`config.mk`:
```
export PLATFORM = sky130hd
export DESIGN_NAME = memory_arbiter_flat
export DESIGN_NICKNAME = d
export VERILOG_FILES = /design/src/rtl/memory_arbiter_pkg.sv /design/src/rtl/memory_arbiter_if.sv /design/src/rtl/memory_arbiter.sv /design/src/flat_wrapper.sv
export SDC_FILE = /design/constraint.sdc
export NUM_CORES = 1
export LEC_CHECK = 0
export ABC_CLOCK_PERIOD_IN_PS = 4650
export BUFFER_PORTS_ARGS = -buffer_cell sky130_fd_sc_hd__buf_2
export CAP_MARGIN = 20
export CORE_UTILIZATION = 40
export DETAILED_ROUTE_END_ITERATION = 12
export GPL_TIMING_DRIVEN = 0
export PLACE_DENSITY_LB_ADDON = 0.12
export SLEW_MARGIN = 20
export SYNTH_ARGS = -nofsm -noshare
export SYNTH_HDL_FRONTEND = slang
export SYNTH_SLANG_ARGS = --single-unit
```
`constraint.sdc`:
```
create_clock -name i_clk -period 4.65 [get_ports i_clk]
set_clock_uncertainty 0.05 [all_clocks]
set_input_delay 0.2325 -clock i_clk [delete_from_list [all_inputs] [get_ports i_clk]]
set_output_delay 0.2325 -clock i_clk [all_outputs]
set_load 0.01 [all_outputs]
```
`src/rtl/memory_arbiter_pkg.sv`:
```
// rtl/memory_arbiter_pkg.sv - widths, PROT constants, FSM states and request priority for the memory arbiter
package memory_arbiter_pkg;

  localparam int AXI_ADDR_WIDTH   = 32;
  localparam int AXI_DATA_WIDTH   = 32;
  localparam int AXI_STROBE_WIDTH = AXI_DATA_WIDTH / 8;

  localparam logic [2:0] PROT_INSTR = 3'b100;
  localparam logic [2:0] PROT_DATA  = 3'b000;
  localparam logic [1:0] RESP_OKAY  = 2'b00;

  typedef enum logic [2:0] {
    ST_IDLE,
    ST_AR,
    ST_R,
    ST_AW_W,
    ST_B,
    ST_DONE
  } state_t;

  typedef enum logic [1:0] {
    REQ_NONE,
    REQ_STORE,
    REQ_LOAD,
    REQ_FETCH
  } req_t;

  // Data accesses beat fetch; a store wins over a simultaneous load.
  function automatic req_t pick_request(input logic we, input logic re, input logic pv);
    req_t req;
    if (we) begin
      req = REQ_STORE;
    end else if (re) begin
      req = REQ_LOAD;
    end else if (pv) begin
      req = REQ_FETCH;
    end else begin
      req = REQ_NONE;
    end
    return req;
  endfunction

endpackage

```
`src/rtl/memory_arbiter_if.sv`:
```
// rtl/memory_arbiter_if.sv - AXI4-Lite bus between the arbiter (master) and memory (slave)
interface memory_arbiter_if;
  import memory_arbiter_pkg::*;

  logic                        awvalid;
  logic                        awready;
  logic [AXI_ADDR_WIDTH-1:0]   awaddr;
  logic [2:0]                  awprot;

  logic                        wvalid;
  logic                        wready;
  logic [AXI_DATA_WIDTH-1:0]   wdata;
  logic [AXI_STROBE_WIDTH-1:0] wstrb;

  logic                        bvalid;
  logic                        bready;
  logic [1:0]                  bresp;

  logic                        arvalid;
  logic                        arready;
  logic [AXI_ADDR_WIDTH-1:0]   araddr;
  logic [2:0]                  arprot;

  logic                        rvalid;
  logic                        rready;
  logic [AXI_DATA_WIDTH-1:0]   rdata;
  logic [1:0]                  rresp;

  modport master (
    output awvalid, awaddr, awprot,
    input  awready,
    output wvalid, wdata, wstrb,
    input  wready,
    input  bvalid, bresp,
    output bready,
    output arvalid, araddr, arprot,
    input  arready,
    input  rvalid, rdata, rresp,
    output rready
  );

  modport slave (
    input  awvalid, awaddr, awprot,
    output awready,
    input  wvalid, wdata, wstrb,
    output wready,
    output bvalid, bresp,
    input  bready,
    input  arvalid, araddr, arprot,
    output arready,
    output rvalid, rdata, rresp,
    input  rready
  );

endinterface

```
`src/rtl/memory_arbiter.sv`:
```
// rtl/memory_arbiter.sv - single AXI4-Lite master serialising rv32i fetch, load and store requests
// Optional MEMORY_ARBITER_BUS_ERR_EN adds o_bus_error, pulsed with the done valid on a non-OKAY response.
module memory_arbiter
  import memory_arbiter_pkg::*;
#(
  parameter int ADDR_W = AXI_ADDR_WIDTH,
  parameter int DATA_W = AXI_DATA_WIDTH,
  parameter int STRB_W = DATA_W / 8
) (
  input  logic              i_clk,
  input  logic              i_rst,
  memory_arbiter_if.master  m_axi,
  input  logic [ADDR_W-1:0] i_pc,
  input  logic              i_pc_valid,
  output logic [DATA_W-1:0] o_instruction,
  output logic              o_instruction_valid,
  input  logic [ADDR_W-1:0] i_read_write_addr,
  input  logic [DATA_W-1:0] i_write_data,
  input  logic              i_read_enable,
  input  logic              i_write_enable,
  input  logic [STRB_W-1:0] i_write_strobe,
  output logic [DATA_W-1:0] o_read_data,
  output logic              o_read_write_valid
`ifdef MEMORY_ARBITER_BUS_ERR_EN
  ,
  output logic              o_bus_error
`endif
);

  state_t            r_state,       w_state_nxt;
  logic              r_is_fetch,    w_is_fetch_nxt;

  logic              r_arvalid,     w_arvalid_nxt;
  logic [ADDR_W-1:0] r_araddr,      w_araddr_nxt;
  logic [2:0]        r_arprot,      w_arprot_nxt;
  logic              r_rready,      w_rready_nxt;

  logic              r_awvalid,     w_awvalid_nxt;
  logic [ADDR_W-1:0] r_awaddr,      w_awaddr_nxt;
  logic [2:0]        r_awprot,      w_awprot_nxt;
  logic              r_wvalid,      w_wvalid_nxt;
  logic [DATA_W-1:0] r_wdata,       w_wdata_nxt;
  logic [STRB_W-1:0] r_wstrb,       w_wstrb_nxt;
  logic              r_bready,      w_bready_nxt;

  logic [DATA_W-1:0] r_instruction, w_instruction_nxt;
  logic              r_instr_valid, w_instr_valid_nxt;
  logic [DATA_W-1:0] r_read_data,   w_read_data_nxt;
  logic              r_rw_valid,    w_rw_valid_nxt;

`ifdef MEMORY_ARBITER_BUS_ERR_EN
  logic              r_bus_error,   w_bus_error_nxt;
`else
  logic              w_unused_resp;
  assign w_unused_resp = &{1'b0, m_axi.rresp, m_axi.bresp};
`endif

  logic w_ar_hs;
  logic w_r_hs;
  logic w_aw_hs;
  logic w_w_hs;
  logic w_b_hs;
  logic w_aw_done;
  logic w_w_done;
  req_t w_req;

  assign w_ar_hs   = r_arvalid & m_axi.arready;
  assign w_r_hs    = r_rready  & m_axi.rvalid;
  assign w_aw_hs   = r_awvalid & m_axi.awready;
  assign w_w_hs    = r_wvalid  & m_axi.wready;
  assign w_b_hs    = r_bready  & m_axi.bvalid;
  // A store channel counts as done if it was accepted earlier or is being accepted now.
  assign w_aw_done = ~r_awvalid | w_aw_hs;
  assign w_w_done  = ~r_wvalid  | w_w_hs;
  assign w_req     = pick_request(i_write_enable, i_read_enable, i_pc_valid);

  always_ff @(posedge i_clk or posedge i_rst) begin
    if (i_rst) begin
      r_state       <= ST_IDLE;
      r_is_fetch    <= 1'b0;
      r_arvalid     <= 1'b0;
      r_araddr      <= '0;
      r_arprot      <= '0;
      r_rready      <= 1'b0;
      r_awvalid     <= 1'b0;
      r_awaddr      <= '0;
      r_awprot      <= '0;
      r_wvalid      <= 1'b0;
      r_wdata       <= '0;
      r_wstrb       <= '0;
      r_bready      <= 1'b0;
      r_instruction <= '0;
      r_instr_valid <= 1'b0;
      r_read_data   <= '0;
      r_rw_valid    <= 1'b0;
`ifdef MEMORY_ARBITER_BUS_ERR_EN
      r_bus_error   <= 1'b0;
`endif
    end else begin
      r_state       <= w_state_nxt;
      r_is_fetch    <= w_is_fetch_nxt;
      r_arvalid     <= w_arvalid_nxt;
      r_araddr      <= w_araddr_nxt;
      r_arprot      <= w_arprot_nxt;
      r_rready      <= w_rready_nxt;
      r_awvalid     <= w_awvalid_nxt;
      r_awaddr      <= w_awaddr_nxt;
      r_awprot      <= w_awprot_nxt;
      r_wvalid      <= w_wvalid_nxt;
      r_wdata       <= w_wdata_nxt;
      r_wstrb       <= w_wstrb_nxt;
      r_bready      <= w_bready_nxt;
      r_instruction <= w_instruction_nxt;
      r_instr_valid <= w_instr_valid_nxt;
      r_read_data   <= w_read_data_nxt;
      r_rw_valid    <= w_rw_valid_nxt;
`ifdef MEMORY_ARBITER_BUS_ERR_EN
      r_bus_error   <= w_bus_error_nxt;
`endif
    end
  end

  always_comb begin
    w_state_nxt       = r_state;
    w_is_fetch_nxt    = r_is_fetch;
    w_arvalid_nxt     = r_arvalid;
    w_araddr_nxt      = r_araddr;
    w_arprot_nxt      = r_arprot;
    w_rready_nxt      = r_rready;
    w_awvalid_nxt     = r_awvalid;
    w_awaddr_nxt      = r_awaddr;
    w_awprot_nxt      = r_awprot;
    w_wvalid_nxt      = r_wvalid;
    w_wdata_nxt       = r_wdata;
    w_wstrb_nxt       = r_wstrb;
    w_bready_nxt      = r_bready;
    w_instruction_nxt = r_instruction;
    w_instr_valid_nxt = 1'b0;
    w_read_data_nxt   = r_read_data;
    w_rw_valid_nxt    = 1'b0;
`ifdef MEMORY_ARBITER_BUS_ERR_EN
    w_bus_error_nxt   = 1'b0;
`endif

    case (r_state)
      ST_IDLE: begin
        case (w_req)
          REQ_STORE: begin
            w_awaddr_nxt  = i_read_write_addr;
            w_awprot_nxt  = PROT_DATA;
            w_wdata_nxt   = i_write_data;
            w_wstrb_nxt   = i_write_strobe;
            w_awvalid_nxt = 1'b1;
            w_wvalid_nxt  = 1'b1;
            w_state_nxt   = ST_AW_W;
          end
          REQ_LOAD: begin
            w_araddr_nxt   = i_read_write_addr;
            w_arprot_nxt   = PROT_DATA;
            w_arvalid_nxt  = 1'b1;
            w_is_fetch_nxt = 1'b0;
            w_state_nxt    = ST_AR;
          end
          REQ_FETCH: begin
            w_araddr_nxt   = i_pc;
            w_arprot_nxt   = PROT_INSTR;
            w_arvalid_nxt  = 1'b1;
            w_is_fetch_nxt = 1'b1;
            w_state_nxt    = ST_AR;
          end
          default: begin
          end
        endcase
      end

      ST_AR: begin
        if (w_ar_hs) begin
          w_arvalid_nxt = 1'b0;
          w_rready_nxt  = 1'b1;
          w_state_nxt   = ST_R;
        end
      end

      ST_R: begin
        if (w_r_hs) begin
          w_rready_nxt = 1'b0;
          if (r_is_fetch) begin
            w_instruction_nxt = m_axi.rdata;
            w_instr_valid_nxt = 1'b1;
          end else begin
            w_read_data_nxt = m_axi.rdata;
            w_rw_valid_nxt  = 1'b1;
          end
`ifdef MEMORY_ARBITER_BUS_ERR_EN
          w_bus_error_nxt = (m_axi.rresp != RESP_OKAY);
`endif
          w_state_nxt = ST_DONE;
        end
      end

      ST_AW_W: begin
        if (w_aw_hs) begin
          w_awvalid_nxt = 1'b0;
        end
        if (w_w_hs) begin
          w_wvalid_nxt = 1'b0;
        end
        if (w_aw_done && w_w_done) begin
          w_bready_nxt = 1'b1;
          w_state_nxt  = ST_B;
        end
      end

      ST_B: begin
        if (w_b_hs) begin
          w_bready_nxt   = 1'b0;
          w_rw_valid_nxt = 1'b1;
`ifdef MEMORY_ARBITER_BUS_ERR_EN
          w_bus_error_nxt = (m_axi.bresp != RESP_OKAY);
`endif
          w_state_nxt = ST_DONE;
        end
      end

      // One dead cycle lets the core drop the request it just had serviced.
      ST_DONE: begin
        w_state_nxt = ST_IDLE;
      end

      default: begin
        w_state_nxt = ST_IDLE;
      end
    endcase
  end

  assign m_axi.arvalid = r_arvalid;
  assign m_axi.araddr  = r_araddr;
  assign m_axi.arprot  = r_arprot;
  assign m_axi.rready  = r_rready;
  assign m_axi.awvalid = r_awvalid;
  assign m_axi.awaddr  = r_awaddr;
  assign m_axi.awprot  = r_awprot;
  assign m_axi.wvalid  = r_wvalid;
  assign m_axi.wdata   = r_wdata;
  assign m_axi.wstrb   = r_wstrb;
  assign m_axi.bready  = r_bready;

  assign o_instruction       = r_instruction;
  assign o_instruction_valid = r_instr_valid;
  assign o_read_data         = r_read_data;
  assign o_read_write_valid  = r_rw_valid;
`ifdef MEMORY_ARBITER_BUS_ERR_EN
  assign o_bus_error         = r_bus_error;
`endif

endmodule

```
`src/flat_wrapper.sv`:
```
// flat-port wrapper written by rule: the top's interface ports become plain ports
module memory_arbiter_flat import memory_arbiter_pkg::*;
#(
  parameter int ADDR_W = AXI_ADDR_WIDTH,
  parameter int DATA_W = AXI_DATA_WIDTH,
  parameter int STRB_W = DATA_W / 8
)
  (i_clk, i_rst, i_pc, i_pc_valid, o_instruction, o_instruction_valid, i_read_write_addr, i_write_data, i_read_enable, i_write_enable, i_write_strobe, o_read_data, o_read_write_valid, m_axi_awvalid, m_axi_awaddr, m_axi_awprot, m_axi_awready, m_axi_wvalid, m_axi_wdata, m_axi_wstrb, m_axi_wready, m_axi_bvalid, m_axi_bresp, m_axi_bready, m_axi_arvalid, m_axi_araddr, m_axi_arprot, m_axi_arready, m_axi_rvalid, m_axi_rdata, m_axi_rresp, m_axi_rready);
  memory_arbiter_if m_axi_i ();
  input  logic i_clk;
  input  logic i_rst;
  input  logic [ADDR_W-1:0] i_pc;
  input  logic i_pc_valid;
  output logic [DATA_W-1:0] o_instruction;
  output logic o_instruction_valid;
  input  logic [ADDR_W-1:0] i_read_write_addr;
  input  logic [DATA_W-1:0] i_write_data;
  input  logic i_read_enable;
  input  logic i_write_enable;
  input  logic [STRB_W-1:0] i_write_strobe;
  output logic [DATA_W-1:0] o_read_data;
  output logic o_read_write_valid;
  output wire logic [$bits(m_axi_i.awvalid)-1:0] m_axi_awvalid;
  output wire logic [$bits(m_axi_i.awaddr)-1:0] m_axi_awaddr;
  output wire logic [$bits(m_axi_i.awprot)-1:0] m_axi_awprot;
  input wire logic [$bits(m_axi_i.awready)-1:0] m_axi_awready;
  output wire logic [$bits(m_axi_i.wvalid)-1:0] m_axi_wvalid;
  output wire logic [$bits(m_axi_i.wdata)-1:0] m_axi_wdata;
  output wire logic [$bits(m_axi_i.wstrb)-1:0] m_axi_wstrb;
  input wire logic [$bits(m_axi_i.wready)-1:0] m_axi_wready;
  input wire logic [$bits(m_axi_i.bvalid)-1:0] m_axi_bvalid;
  input wire logic [$bits(m_axi_i.bresp)-1:0] m_axi_bresp;
  output wire logic [$bits(m_axi_i.bready)-1:0] m_axi_bready;
  output wire logic [$bits(m_axi_i.arvalid)-1:0] m_axi_arvalid;
  output wire logic [$bits(m_axi_i.araddr)-1:0] m_axi_araddr;
  output wire logic [$bits(m_axi_i.arprot)-1:0] m_axi_arprot;
  input wire logic [$bits(m_axi_i.arready)-1:0] m_axi_arready;
  input wire logic [$bits(m_axi_i.rvalid)-1:0] m_axi_rvalid;
  input wire logic [$bits(m_axi_i.rdata)-1:0] m_axi_rdata;
  input wire logic [$bits(m_axi_i.rresp)-1:0] m_axi_rresp;
  output wire logic [$bits(m_axi_i.rready)-1:0] m_axi_rready;
  assign m_axi_awvalid = m_axi_i.awvalid;
  assign m_axi_awaddr = m_axi_i.awaddr;
  assign m_axi_awprot = m_axi_i.awprot;
  assign m_axi_i.awready = m_axi_awready;
  assign m_axi_wvalid = m_axi_i.wvalid;
  assign m_axi_wdata = m_axi_i.wdata;
  assign m_axi_wstrb = m_axi_i.wstrb;
  assign m_axi_i.wready = m_axi_wready;
  assign m_axi_i.bvalid = m_axi_bvalid;
  assign m_axi_i.bresp = m_axi_bresp;
  assign m_axi_bready = m_axi_i.bready;
  assign m_axi_arvalid = m_axi_i.arvalid;
  assign m_axi_araddr = m_axi_i.araddr;
  assign m_axi_arprot = m_axi_i.arprot;
  assign m_axi_i.arready = m_axi_arready;
  assign m_axi_i.rvalid = m_axi_rvalid;
  assign m_axi_i.rdata = m_axi_rdata;
  assign m_axi_i.rresp = m_axi_rresp;
  assign m_axi_rready = m_axi_i.rready;
  memory_arbiter #(.ADDR_W(ADDR_W), .DATA_W(DATA_W), .STRB_W(STRB_W)) u_core (.i_clk(i_clk), .i_rst(i_rst), .m_axi(m_axi_i), .i_pc(i_pc), .i_pc_valid(i_pc_valid), .o_instruction(o_instruction), .o_instruction_valid(o_instruction_valid), .i_read_write_addr(i_read_write_addr), .i_write_data(i_write_data), .i_read_enable(i_read_enable), .i_write_enable(i_write_enable), .i_write_strobe(i_write_strobe), .o_read_data(o_read_data), .o_read_write_valid(o_read_write_valid));
endmodule
```
Word-level counts from Yosys, hierarchy flattened:

Index checks and enable logic that the tools add are counted.
W data, S select, Z words.

* eq/ne operators: 16
* mux-type cells: 33
* bitwise gates (word level): 10
* reduce and logical (&&, ||, !) cells: 18

Operators with widths (number)
* $pmux W32 S2: 1
* $reduce_and A3 Y1: 7
* $mux W1: 15
* $pmux W3 S5: 1
* $pmux W1 S2: 7
* $mux W3: 4
* $ne A2 B1 Y1 const B: 6
* $pmux W3 S2: 2
* $reduce_bool A2 Y1: 5
* $eq A3 B2 Y1 const B: 2
* $mux W2: 3
* $and A1 B1 Y1: 5
* $reduce_and A5 Y1: 1
* $eq A2 B2 Y1 const B: 2
* $ne A2 B2 Y1 const B: 2
* $reduce_and A2 Y1: 2
* $eq A3 B1 Y1 const B: 1
* $eq A3 B3 Y1 const B: 1
* $logic_not A3 Y1: 1
* $ne A3 B3 Y1 const B: 1
* $not A1 Y1: 3
* $eq A2 B1 Y1 const B: 1
* $or A1 B1 Y1: 2
* $reduce_or A2 Y1: 1
* $logic_and A1 B1 Y1: 1

* register bits: 178
* input bits: 146
* output and inout port bits: 177
* word-level logic and storage cells: 93

Longest topological paths before layout:

Gate-level depths: netlist of the first run.

* word-level depth: 7
* mapped depth: 7

Worst setup path after synthesis of the first run:

No wires, ideal clock.

* path kind: flip-flop to flip-flop
* start point: register u_core.r_state[2]
* end point: register u_core.r_read_data[10], in the netlist u_core.o_read_data[10]
* library setup time: 0.125 ns
* data arrival time: 1.465 ns
* slack: 3.010 ns
* cell stages (with the launch flop): 7
* buffers on the path: 2
* cells stage by stage: dfrtp_1 buf_6 inv_1 nand2_2 nor4_4 buf_6 mux2_2

* word-level cells in the longest chain between the ends: 2

Ends and longest elaborated chain
* from (decl): line memory_arbiter.sv:30 `state_t r_state, w_state_nxt;`
* from (signal assigned): line memory_arbiter.sv:100 `r_state <= w_state_nxt;`
* $eq A3 B2 Y1: line memory_arbiter.sv:145 `case (r_state)`
* $reduce_and A3 Y1 (no source line)
* to (signal assigned): line memory_arbiter.sv:115 `r_read_data <= w_read_data_nxt;`
* to (decl): line memory_arbiter.sv:48 `logic [DATA_W-1:0] r_read_data, w_read_data_nxt;`

Every way passes these cells.
A chain may end at the register's enable or synchronous reset.

Worst setup path after layout of the first run:

* start point: register u_core.r_state[2]
* end point: register u_core.r_read_data[7], in the netlist u_core.o_read_data[7]

Same word-level chain as after synthesis.

==> results of run 1 <==
[logic make-up after synthesis]
logic type | count (synthesis)
DFF | 175
and+or+nand+nor | 61
AOI/OAI and AO/OA | 49
buffers and inverters | 40
other | 1
muxes | 166
[state kept, by name, indices dropped and copies added (netlist names)]
signal / flops
u_core.r_state: 3
u_core.m_axi.awvalid: 1
u_core.m_axi.wdata: 32
u_core.m_axi.araddr: 32
u_core.m_axi.wstrb: 4
u_core.m_axi.arprot: 1
u_core.o_read_data: 32
u_core.o_instruction_valid: 1
u_core.o_instruction: 32
u_core.m_axi.bready: 1
u_core.m_axi.arvalid: 1
u_core.o_read_write_valid: 1
u_core.m_axi.rready: 1
u_core.m_axi.wvalid: 1
u_core.m_axi.awaddr: 32
[routing by layer]
layer,track usage,vias to the layer above,part of all wire
met3,0.0623,28,0.069
li1,-,2523,-
met1,0.243,2594,0.40
met4,0.0768,4,0.022
met5,0,-,0.0013
met2,0.359,194,0.51
[worst max path at each step]
stage / start / end
after floorplan: i_rst / u_core.m_axi.araddr[0]
after global placement: i_rst / u_core.m_axi.wdata[12]
after detailed placement: u_core.r_state[2] / u_core.o_read_data[7]
after CTS: u_core.r_state[2] / u_core.o_read_data[7]
after global routing: u_core.r_state[2] / u_core.o_read_data[1]
final: u_core.r_state[2] / u_core.o_read_data[7]
[through the flow]
stage / area [sq um] / hold WS, ns / total power, mW / setup slack [ns]
finish: 10300 / 0.0175 / 6.58 / 2.77
global route: 10300 / 0.00149 / 6.99 / 2.65
CTS: 10300 / 0.0000903 / 6.66 / 2.70
detailed placement: 9030 / 0.170 / 5.14 / 2.71
global placement: 8930 / 0.408 / 5.04 / 1.17
floorplan: 7080 / 0.317 / 4.05 / 2.13
[final cells by class]
| cell class | count | area, sq um |
|---|---|---|
| Fill cell | 1448 | 7020 |
| Sequential cell | 175 | 4380 |
| Multi-Input combinational cell | 281 | 2440 |
| Timing Repair Buffer | 382 | 2310 |
| Clock buffer | 20 | 457 |
| Tap cell | 225 | 282 |
| Buffer | 35 | 238 |
| Clock inverter | 12 | 151 |
| Inverter | 5 | 22.5 |
[critical path, delay by kind of cell, from the launching register on]
| family | cells | cell delay [ns] |
|---|---|---|
| simple gates | 2 | 0.53 |
| buf+inv | 3 | 0.47 |
| mux | 1 | 0.35 |
| flops | 1 | 0.37 |
[cell usage after synthesis, drive strengths merged]
library cell | n | area [sq um]
a21bo | 1 | 10.0
a21o | 3 | 22.5
a21oi | 2 | 10.0
a22o | 1 | 8.76
a31oi | 2 | 12.5
a41o | 1 | 10.0
and2 | 1 | 7.51
and2b | 1 | 7.51
and4 | 1 | 11.3
buf | 28 | 211
clkbuf | 7 | 26.3
conb | 1 | 3.75
dfrtp | 175 | 4380
inv | 5 | 18.8
mux2 | 134 | 1520
mux2i | 32 | 320
nand2 | 44 | 170
nand2b | 1 | 6.26
nand3 | 3 | 15.0
nand3b | 1 | 7.51
nor2 | 4 | 15.0
nor3 | 2 | 26.3
nor3b | 1 | 7.51
nor4 | 1 | 21.3
nor4b | 1 | 15.0
o21ai | 36 | 180
o21ba | 1 | 10.0
o22ai | 1 | 6.26
o31a | 1 | 8.76
[power breakdown]
part           leakage [nW]  switching, mW  total, mW  internal, mW
clock                 0.295          0.612       1.45         0.837
combinational          2.70           1.24       2.53          1.29
sequential             2.14          0.358       2.60          2.24
total                  5.14           2.21       6.58          4.37
==> run_results.csv, run 1 <==
group,metric,value,unit
critical_path,cp_common_cell,"buf_6",
timing,min_period_over_period,0.404,
routing,avgViaCountPerCell,4.71,
clock_network,h-tree-depth,4,
placement,gp_congestion,0.792,
clock_network,cts-root-buf,"clkbuf_16",
placement,dp.cells,1039,
cells_and_area,layout_common_cells,"320 x buf_2, 175 x dfrtp_1, 131 x mux2_2, 64 x dlygate4sd3_1, 42 x nand2_1",
timing,slew_violations,0,
timing,fmax,532,MHz
timing,hold_viol_final,0,
synth,synth_compound_area_frac,0.0395,
die,core-area,0.0173,sq mm
synth,ys_ff_latch,175,
routing,wl_per_cell,16.2,microns
critical_path,max_stage_delay,0.44,ns
hold_path,hold_depth,2,
run,max_cap_viol_count,0,
routing,ant_nets,0,
synth,yosys.area_share.simple,0.0439,
critical_path,worstSetupPathType,"reg2reg",
clock_network,cts_inserted_buffers,17,
hold_path,worstHoldStart,"i_read_write_addr[13]",
cells_and_area,utilization,0.594,
global_route,antenna_found_initial,2,
timing,slew_headroom,0.616,
critical_path,r2r-end,"u_core.o_read_data[7]",
die,initial_utilization,0.408,
cells_and_area,n_antenna_cell,0,
timing,tns,0,ns
timing,min_period,1.88,ns
run_status,status,"completed",
placement,dpl.hpwl,13.7,mm
clock_network,clk_path_buf_depth,2,
cells_and_area,final_common_cell,"buf_2",
critical_path,arrival,2.12,ns
routing,drt_pass1_iterations,4,
clock_network,cts_tree,"done",
critical_path,crit_fanout,10,
clock_network,clock_sinks,175,
hold_path,hold_path_class,"in2reg",
cells_and_area,layout.cells.non_filler,1135,
cells_and_area,area_delta_synth_final,45.5,%
routing,drc,0,
critical_path,end_kind,"flip-flop",
global_route,grt_max_degree,37,
critical_path,critPathSlowestCell,"nor4_4",
synth,seq_area_frac_synth,0.620,
power_and_ir_drop,peakVddDrop,291,uV
synth,yosysWarnings,0,
die,die_y,135,microns
die,die_x,135,microns
critical_path,r2r_start,"u_core.r_state[2]",
routing,drtIter0Drc,83,
critical_path,ff2ff_setup_slack,2.77,ns
power_and_ir_drop,leakage,5.14,nW
synth,synth_fa_ha_area_frac,0,
die,ios,323,
clock_network,cts_hold_buf,61,
timing,setup_violations,0,
critical_path,start_kind,"flip-flop",
die,rows,48,
cells_and_area,layout-drive-gt1-share,0.573,
synth,synthCells,492,
critical_path,path_cells,"buf_6, inv_1, nand2_2, nor4_4, buf_6, mux2_2",
timing,rsz0062_at_grt,"no",
global_route,globalRouteTotalUtil,0.208,
critical_path,reg2reg_depth,6,
timing,worstMarginPinSlew,0.571,ns
routing,routed_wl,18.4,mm
synth,syn_avg_cell_area,14.4,sq um
placement,portBuffers,313,
hold_path,holdPathEnd,"u_core.m_axi.awaddr[13]",
synth,synth_cell_types,35,
cells_and_area,nNetsFinal,1043,
clock_network,cts.repair.resized,0,
die,dieArea,0.0182,sq mm
global_route,grt_pass1_vias,5668,
clock_network,path_clk_slew,0.07,ns
clock_network,clkLatencyLatePin,0.40,ns
synth,synth-xor-area-share,0,
synth,synth_mux_area_frac,0.260,
power_and_ir_drop,cellPowerDensity,640,mW/mm^2
clock_network,cts_setup_buffers,0,
critical_path,crit_required,4.89,ns
global_route,overflow,0,
synth,synth_area,0.00707,sq mm
routing,vias,5343,
synth,synth_top_family_by_area,"multiplexers",
global_route,grt_pass1_wl,29.2,mm
(Power assumes the default switching activity.)
==> inputs of run 2 (changes only) <==
--- a/config.mk
+++ b/config.mk
@@ -5,7 +5,7 @@
 export SDC_FILE = /design/constraint.sdc
 export NUM_CORES = 1
 export LEC_CHECK = 0
-export ABC_CLOCK_PERIOD_IN_PS = 4650
+export ABC_CLOCK_PERIOD_IN_PS = 1890
 export BUFFER_PORTS_ARGS = -buffer_cell sky130_fd_sc_hd__buf_2
 export CAP_MARGIN = 20
 export CORE_UTILIZATION = 40
==> constraint.sdc (replaced) <==
create_clock -name i_clk -period 1.89 [get_ports i_clk]
set_clock_uncertainty 0.05 [all_clocks]
set_input_delay 0.0945 -clock i_clk [delete_from_list [all_inputs] [get_ports i_clk]]
set_output_delay 0.0945 -clock i_clk [all_outputs]
set_load 0.01 [all_outputs]
==> run 2 against run 1 <==
Clock power is 150% higher. Cell count is 6.8% higher. Sequential share of layout area is 3.0 points lower. Critical path depth is 1 higher. Register-to-register slack worse by 2.7 ns. Worst setup slack worse by 2.7 ns. Non-clock buffer count is 76 higher. Largest power group is now combinational logic. Sequential power is 150% higher. Count of clock-buffer cells in the layout stayed put. Wire length is 5.6% higher. Power is 150% higher.
==> run_results.csv, run 2 (synthesis gave the netlist of run 1 again) <==
group,metric,value,unit
clock_network,path_clk_slew,0.06,ns
timing,rsz0062_at_grt,"yes",
global_route,grt_pass1_wl,30.9,mm
clock_network,cts_inserted_buffers,17,
global_route,grtUsageMet3,0.0608,
power_and_ir_drop,cellPowerDensity,1480,mW/mm^2
timing,postLayoutSetupSlackWorst,0.0766,ns
power_and_ir_drop,peakVddDrop,735,uV
critical_path,arrival,2.05,ns
placement,dp.cells,1039,
critical_path,start_kind,"flip-flop",
cells_and_area,nNetsFinal,1119,
global_route,globalRouteTotalUtil,0.219,
clock_network,cts-root-buf,"clkbuf_16",
cells_and_area,area_delta_synth_final,56.6,%
placement,gp_congestion,0.792,
global_route,use_met1,0.256,
global_route,antenna_found_initial,2,
hold_path,hold_depth,3,
power_and_ir_drop,power,16.4,mW
routing,drc,0,
timing,fin_hold_ws,0.0909,ns
routing,ant_nets,0,
routing,drt_pass1_iterations,4,
critical_path,crit_required,2.13,ns
die,dieArea,0.0182,sq mm
routing,routed_wl,19.4,mm
clock_network,cts_tree,"done",
routing,drtIter0Drc,121,
global_route,busiest_layer,"met2",
die,die_x,135,microns
die,die_y,135,microns
cells_and_area,n_fill_cell,1352,
die,initial_utilization,0.408,
global_route,overflow,0,
cells_and_area,final_common_cell,"buf_2",
timing,hold_viol_final,0,
critical_path,reg2reg_depth,7,
cells_and_area,layout_common_cells,"319 x buf_2, 175 x dfrtp_1, 138 x dlygate4sd3_1, 131 x mux2_2, 42 x nand2_1",
timing,min_period,1.81,ns
cells_and_area,layout.cells.non_filler,1212,
clock_network,clock_sinks,175,
die,rows,48,
clock_network,clkLatencyLatePin,0.41,ns
placement,pre_cts_ws,-0.0515,ns
power_and_ir_drop,leakage,5.47,nW
critical_path,worstSetupPathType,"reg2reg",
global_route,grt_max_degree,37,
timing,fmax,551,MHz
routing,avgViaCountPerCell,4.66,
cells_and_area,layout-drive-gt1-share,0.534,
timing,min_period_over_period,0.959,
timing,setup_violations,0,
critical_path,end_kind,"flip-flop",
die,core-area,0.0173,sq mm
global_route,use_met2,0.382,
clock_network,clk_path_buf_depth,2,
hold_path,hold_path_class,"in2reg",
routing,wl_per_cell,16.0,microns
clock_network,h-tree-depth,4,
placement,dpl.hpwl,13.7,mm
global_route,grt_pass1_vias,6041,
run_status,status,"completed",
placement,portBuffers,313,
run,max_cap_viol_count,0,
critical_path,crit_fanout,10,
die,ios,323,
timing,slew_violations,0,
routing,vias,5648,
run 2: cell types whose count changed in the layout (fill, tap and decap cells not counted), sizes merged:
| cell | change |
|---|---|
| buf | +2 |
| diode | +1 |
| dlygate4sd3 | +74 |
run 2: timing repair:
action	in CTS	in global routing
endpoints found under the setup margin	31	91
endpoints found under the hold margin	243	0
pin swaps	1	0
resized for setup	0	13
hold buffers	138	0
setup buffers	3	0
run 2: stage by stage:
step	utilization	instance area [sq um]	TNS, ns
detailed placement	0.522	9030	-1.06
CTS	0.639	11000	-0.00325
global placement	0.516	8930	-253.67
global route	0.639	11100	-0.00167
floorplan	-	7080	-86.30
finish	0.640	11100	0
run 2: worst max-delay path: stages (launching register included):
cell and delay, ns:
dfrtp_1 0.37, buf_6 0.14, inv_1 0.08, nand2_2 0.09, nor4_4 0.29, buf_4 0.17
buf_6 0.15, mux2_2 0.35
run 2: layout make-up:
class | instances | area [sq um] | share of cell area
diodes | 1 | 2.50 | 0.000226
clock buffers | 20 | 457 | 0.0413
plain buffers | 34 | 253 | 0.0228
well taps | 225 | 282 | 0.0254
repair buffers | 459 | 3070 | 0.278
multi-input cells | 281 | 2450 | 0.221
flip-flops and latches | 175 | 4380 | 0.396
inverters | 5 | 22.5 | 0.00204
clock inverters | 12 | 151 | 0.0137
run 2: metal layers:
layer | part of all wire | wire [microns] | vias to the layer above
met5 | 0.0014 | 27 | -
met4 | 0.023 | 455 | 4
met3 | 0.065 | 1260 | 32
met2 | 0.51 | 9830 | 203
met1 | 0.40 | 7820 | 2740
li1 | - | - | 2669
run 2: where the power goes:
part           switching, mW  total (mW)  internal (mW)
logic                   3.10        6.42           3.32
clock network           1.52        3.58           2.06
registers              0.895        6.41           5.52
run 2: worst paths after layout:
kind,startpoint,endpoint,slack (ns)
setup / recovery,u_core.r_state[2],u_core.o_read_data[11],0.08
hold / removal,i_write_enable,u_core.r_state[1],0.09
setup reg to reg,u_core.r_state[2],u_core.o_read_data[11],0.08
hold reg to reg,u_core.m_axi.araddr[9],u_core.m_axi.araddr[9],0.43
max in group asynchronous,i_rst,u_core.m_axi.araddr[0],0.89
min in group asynchronous,i_rst,u_core.o_instruction[25],0.17
==> inputs of run 3 (changes only) <==
--- a/config.mk
+++ b/config.mk
@@ -5,6 +5,7 @@
 export SDC_FILE = /design/constraint.sdc
 export NUM_CORES = 1
 export LEC_CHECK = 0
+export ABC_AREA = 1
 export ABC_CLOCK_PERIOD_IN_PS = 1890
 export BUFFER_PORTS_ARGS = -buffer_cell sky130_fd_sc_hd__buf_2
 export CAP_MARGIN = 20
==> run 3 against run 2 <==
Global-route usage is 2.2 points higher. Die area up 7.9%. Clock power fell by 3%. Fmax up 5.8%. Largest power group unchanged.
==> run_results.csv, run 3 <==
group,metric,value,unit
run_status,status,"completed",
die,dieArea,0.0196,sq mm
die,ios,323,
placement,dp.cells,1418,
timing,worstMarginPinSlew,0.566,ns
critical_path,crit_fanout,10,
placement,dpl.hpwl,16.1,mm
cells_and_area,layout.cells.non_filler,1578,
global_route,globalRouteTotalUtil,0.242,
routing,ant_nets,0,
placement,pre_cts_ws,0.190,ns
clock_network,cts_setup_buffers,0,
critical_path,worstSetupPathType,"reg2reg",
power_and_ir_drop,switching_share,0.393,
power_and_ir_drop,netSwitchingPower,6.57,mW
cells_and_area,n_fill_cell,1697,
timing,setup_violations,0,
synth,synth_area,0.00763,sq mm
synth,synthTopCellsByArea,"dfrtp_1 57%, nand2_1 16%, nand3_1 7.0%",
power_and_ir_drop,peakVddDrop,643,uV
cells_and_area,multi_input_area,0.00257,sq mm
cells_and_area,seqCellArea,0.00438,sq mm
critical_path,r2r_start,"u_core.r_state[0]",
global_route,grt_pass1_vias,7504,
clock_network,clock_sinks,175,
timing,min_period_over_period,0.907,
global_route,antenna_found_initial,1,
synth,yosys-top-cells-count,"326 x nand2_1, 175 x dfrtp_1, 107 x nand3_1, 72 x inv_1, 43 x o21ai_2",
cells_and_area,layout-drive-gt1-share,0.339,
hold_path,hold_path_class,"in2reg",
run,max_cap_viol_count,0,
global_route,grt_pass1_wl,37.5,mm
synth,yosysMostFrequentCell,"nand2_1",
hold_path,hold_depth,5,
timing,min_period,1.71,ns
cells_and_area,area_delta_synth_final,50.3,%
critical_path,crit_required,2.16,ns
routing,routed_wl,23.0,mm
routing,drtIter0Drc,391,
critical_path,arrival,1.98,ns
critical_path,start_kind,"flip-flop",
clock_network,clk_path_buf_depth,2,
synth,async_reset_ff_frac,1.00,
synth,synthCells,862,
global_route,overflow,0,
clock_network,path_clk_slew,0.07,ns
critical_path,crit_start,"u_core.r_state[0]",
power_and_ir_drop,power,16.7,mW
cells_and_area,nNetsFinal,1476,
global_route,grt_max_degree,34,
clock_network,h-tree-depth,4,
hold_path,worstHoldStart,"i_pc[21]",
die,initial_utilization,0.408,
power_and_ir_drop,p_seq_frac,0.376,
synth,yosysTopAreaCell,"dfrtp_1",
timing,fin_hold_ws,0.00625,ns
synth,synth-main-ff-cell,"dfrtp_1",
power_and_ir_drop,leakage,6.54,nW
power_and_ir_drop,cellPowerDensity,1460,mW/mm^2
routing,vias,7380,
placement,gp_congestion,0.780,
die,die_x,140,microns
cells_and_area,final_common_cell,"buf_2",
timing,slew_violations,0,
synth,yosysWarnings,0,
synth,syn_avg_cell_area,8.85,sq um
critical_path,end_kind,"flip-flop",
synth,synth_cell_types,27,
synth,synth_top_area_frac,0.574,
synth,ys_ff_latch,175,
power_and_ir_drop,internal_power,10.2,mW
synth,seq_area_frac_synth,0.574,
clock_network,cts-root-buf,"clkbuf_16",
routing,wl_per_cell,14.6,microns
clock_network,cts_inserted_buffers,17,
clock_network,cts_tree,"done",
timing,rsz0062_at_grt,"no",
cells_and_area,layout_common_cells,"328 x buf_2, 326 x nand2_1, 175 x dfrtp_1, 127 x dlygate4sd3_1, 107 x nand3_1",
routing,drc,0,
synth,synth_edf_count,0,
power_and_ir_drop,pwr-share-clk,0.207,
die,core-area,0.0187,sq mm
die,die_y,140,microns
timing,hold_viol_final,0,
routing,drt_pass1_iterations,4,
routing,avgViaCountPerCell,4.68,
critical_path,reg2reg_depth,8,
timing,fmax,583,MHz
power_and_ir_drop,power_frac_comb,0.416,
timing,postLayoutSetupSlackWorst,0.176,ns
placement,portBuffers,312,
cells_and_area,utilization,0.613,
clock_network,clkLatencyLatePin,0.42,ns
die,rows,50,
timing,slew_headroom,0.622,
## run 3: cell count changes after synthesis, moves of 5 or more
cell      previous run  this run
nand2_1             42       326
mux2_2             131         0
nand3_1              3       107
inv_1                5        72
o21ai_2              0        43
mux2i_1             32         0
o21ai_1              0        13
buf_2                7        16
buf_6                5        12
buf_4               16        22
o21ai_0             36        42
buf_1                0         5
clkbuf_1             7         2
## run 3: cells by family after synthesis
group,share of synthesized area
and+or+nand+nor,0.244
DFF,0.574
buffers and inverters,0.0920
AOI/OAI and AO/OA,0.0900
other,0.000491
## run 3: final timing paths
kind                                                 to  slack, ns
min in group asynchronous       u_core.m_axi.araddr[15]       0.13
worst max-delay path             u_core.m_axi.awaddr[4]       0.18
worst min-delay path            u_core.m_axi.araddr[21]      0.006
worst max register to register   u_core.m_axi.awaddr[4]       0.18
max in group asynchronous        u_core.m_axi.arprot[2]       0.72
worst min register to register   u_core.m_axi.wdata[30]       0.41
## run 3: power by group through the flow
stage | clock (mW) | sequential [mW] | combinational [mW]
floorplan | 0 | 7.12 | 3.17
global placement | 0 | 6.30 | 6.73
detailed placement | 0 | 6.31 | 6.84
CTS | 3.55 | 6.28 | 7.03
global route | 3.70 | 6.50 | 7.77
finish | 3.47 | 6.30 | 6.97
## run 3: timing repair
| action | in CTS | in global routing |
|---|---|---|
| hold buffers | 127 | 0 |
| hold endpoints to repair | 225 | 0 |
| resized for setup | 0 | 0 |
## run 3: cell type report
| type | instances | share of cell area |
|---|---|---|
| antenna | 1 | 0.000218 |
| buffer | 60 | 0.0368 |
| clock buffer | 20 | 0.0389 |
| clock inverter | 12 | 0.0111 |
| inverter | 74 | 0.0248 |
| multi-input combinational | 557 | 0.224 |
| sequential | 175 | 0.382 |
| tap | 234 | 0.0255 |
| timing repair buffer | 445 | 0.257 |
## run 3: through the flow
stage / cell area [sq um] / TNS, ns
4_1_cts: 11500 / 0
3_3_place_gp: 9510 / -303.97
5_1_grt: 11500 / 0
2_1_floorplan: 7650 / -86.30
6_report: 11500 / 0
3_5_place_dp: 9630 / 0
## run 3: routing by layer
| layer | GRT usage | vias up | wire [microns] |
|---|---|---|---|
| met1 | 0.304 | 3449 | 10000 |
| met4 | 0.0792 | 0 | 442 |
| met2 | 0.409 | 254 | 11100 |
| met5 | 0 | - | 0 |
| met3 | 0.0571 | 31 | 1420 |
| li1 | - | 3646 | - |
## run 3: critical path: stages (launching register included)
cell and delay (ns):
dfrtp_1 0.36, buf_2 0.17, nor2_4 0.13, nand2_2 0.10, inv_4 0.10, nand2_1 0.24, buf_2 0.30, nand2_1 0.09
nand2_1 0.06
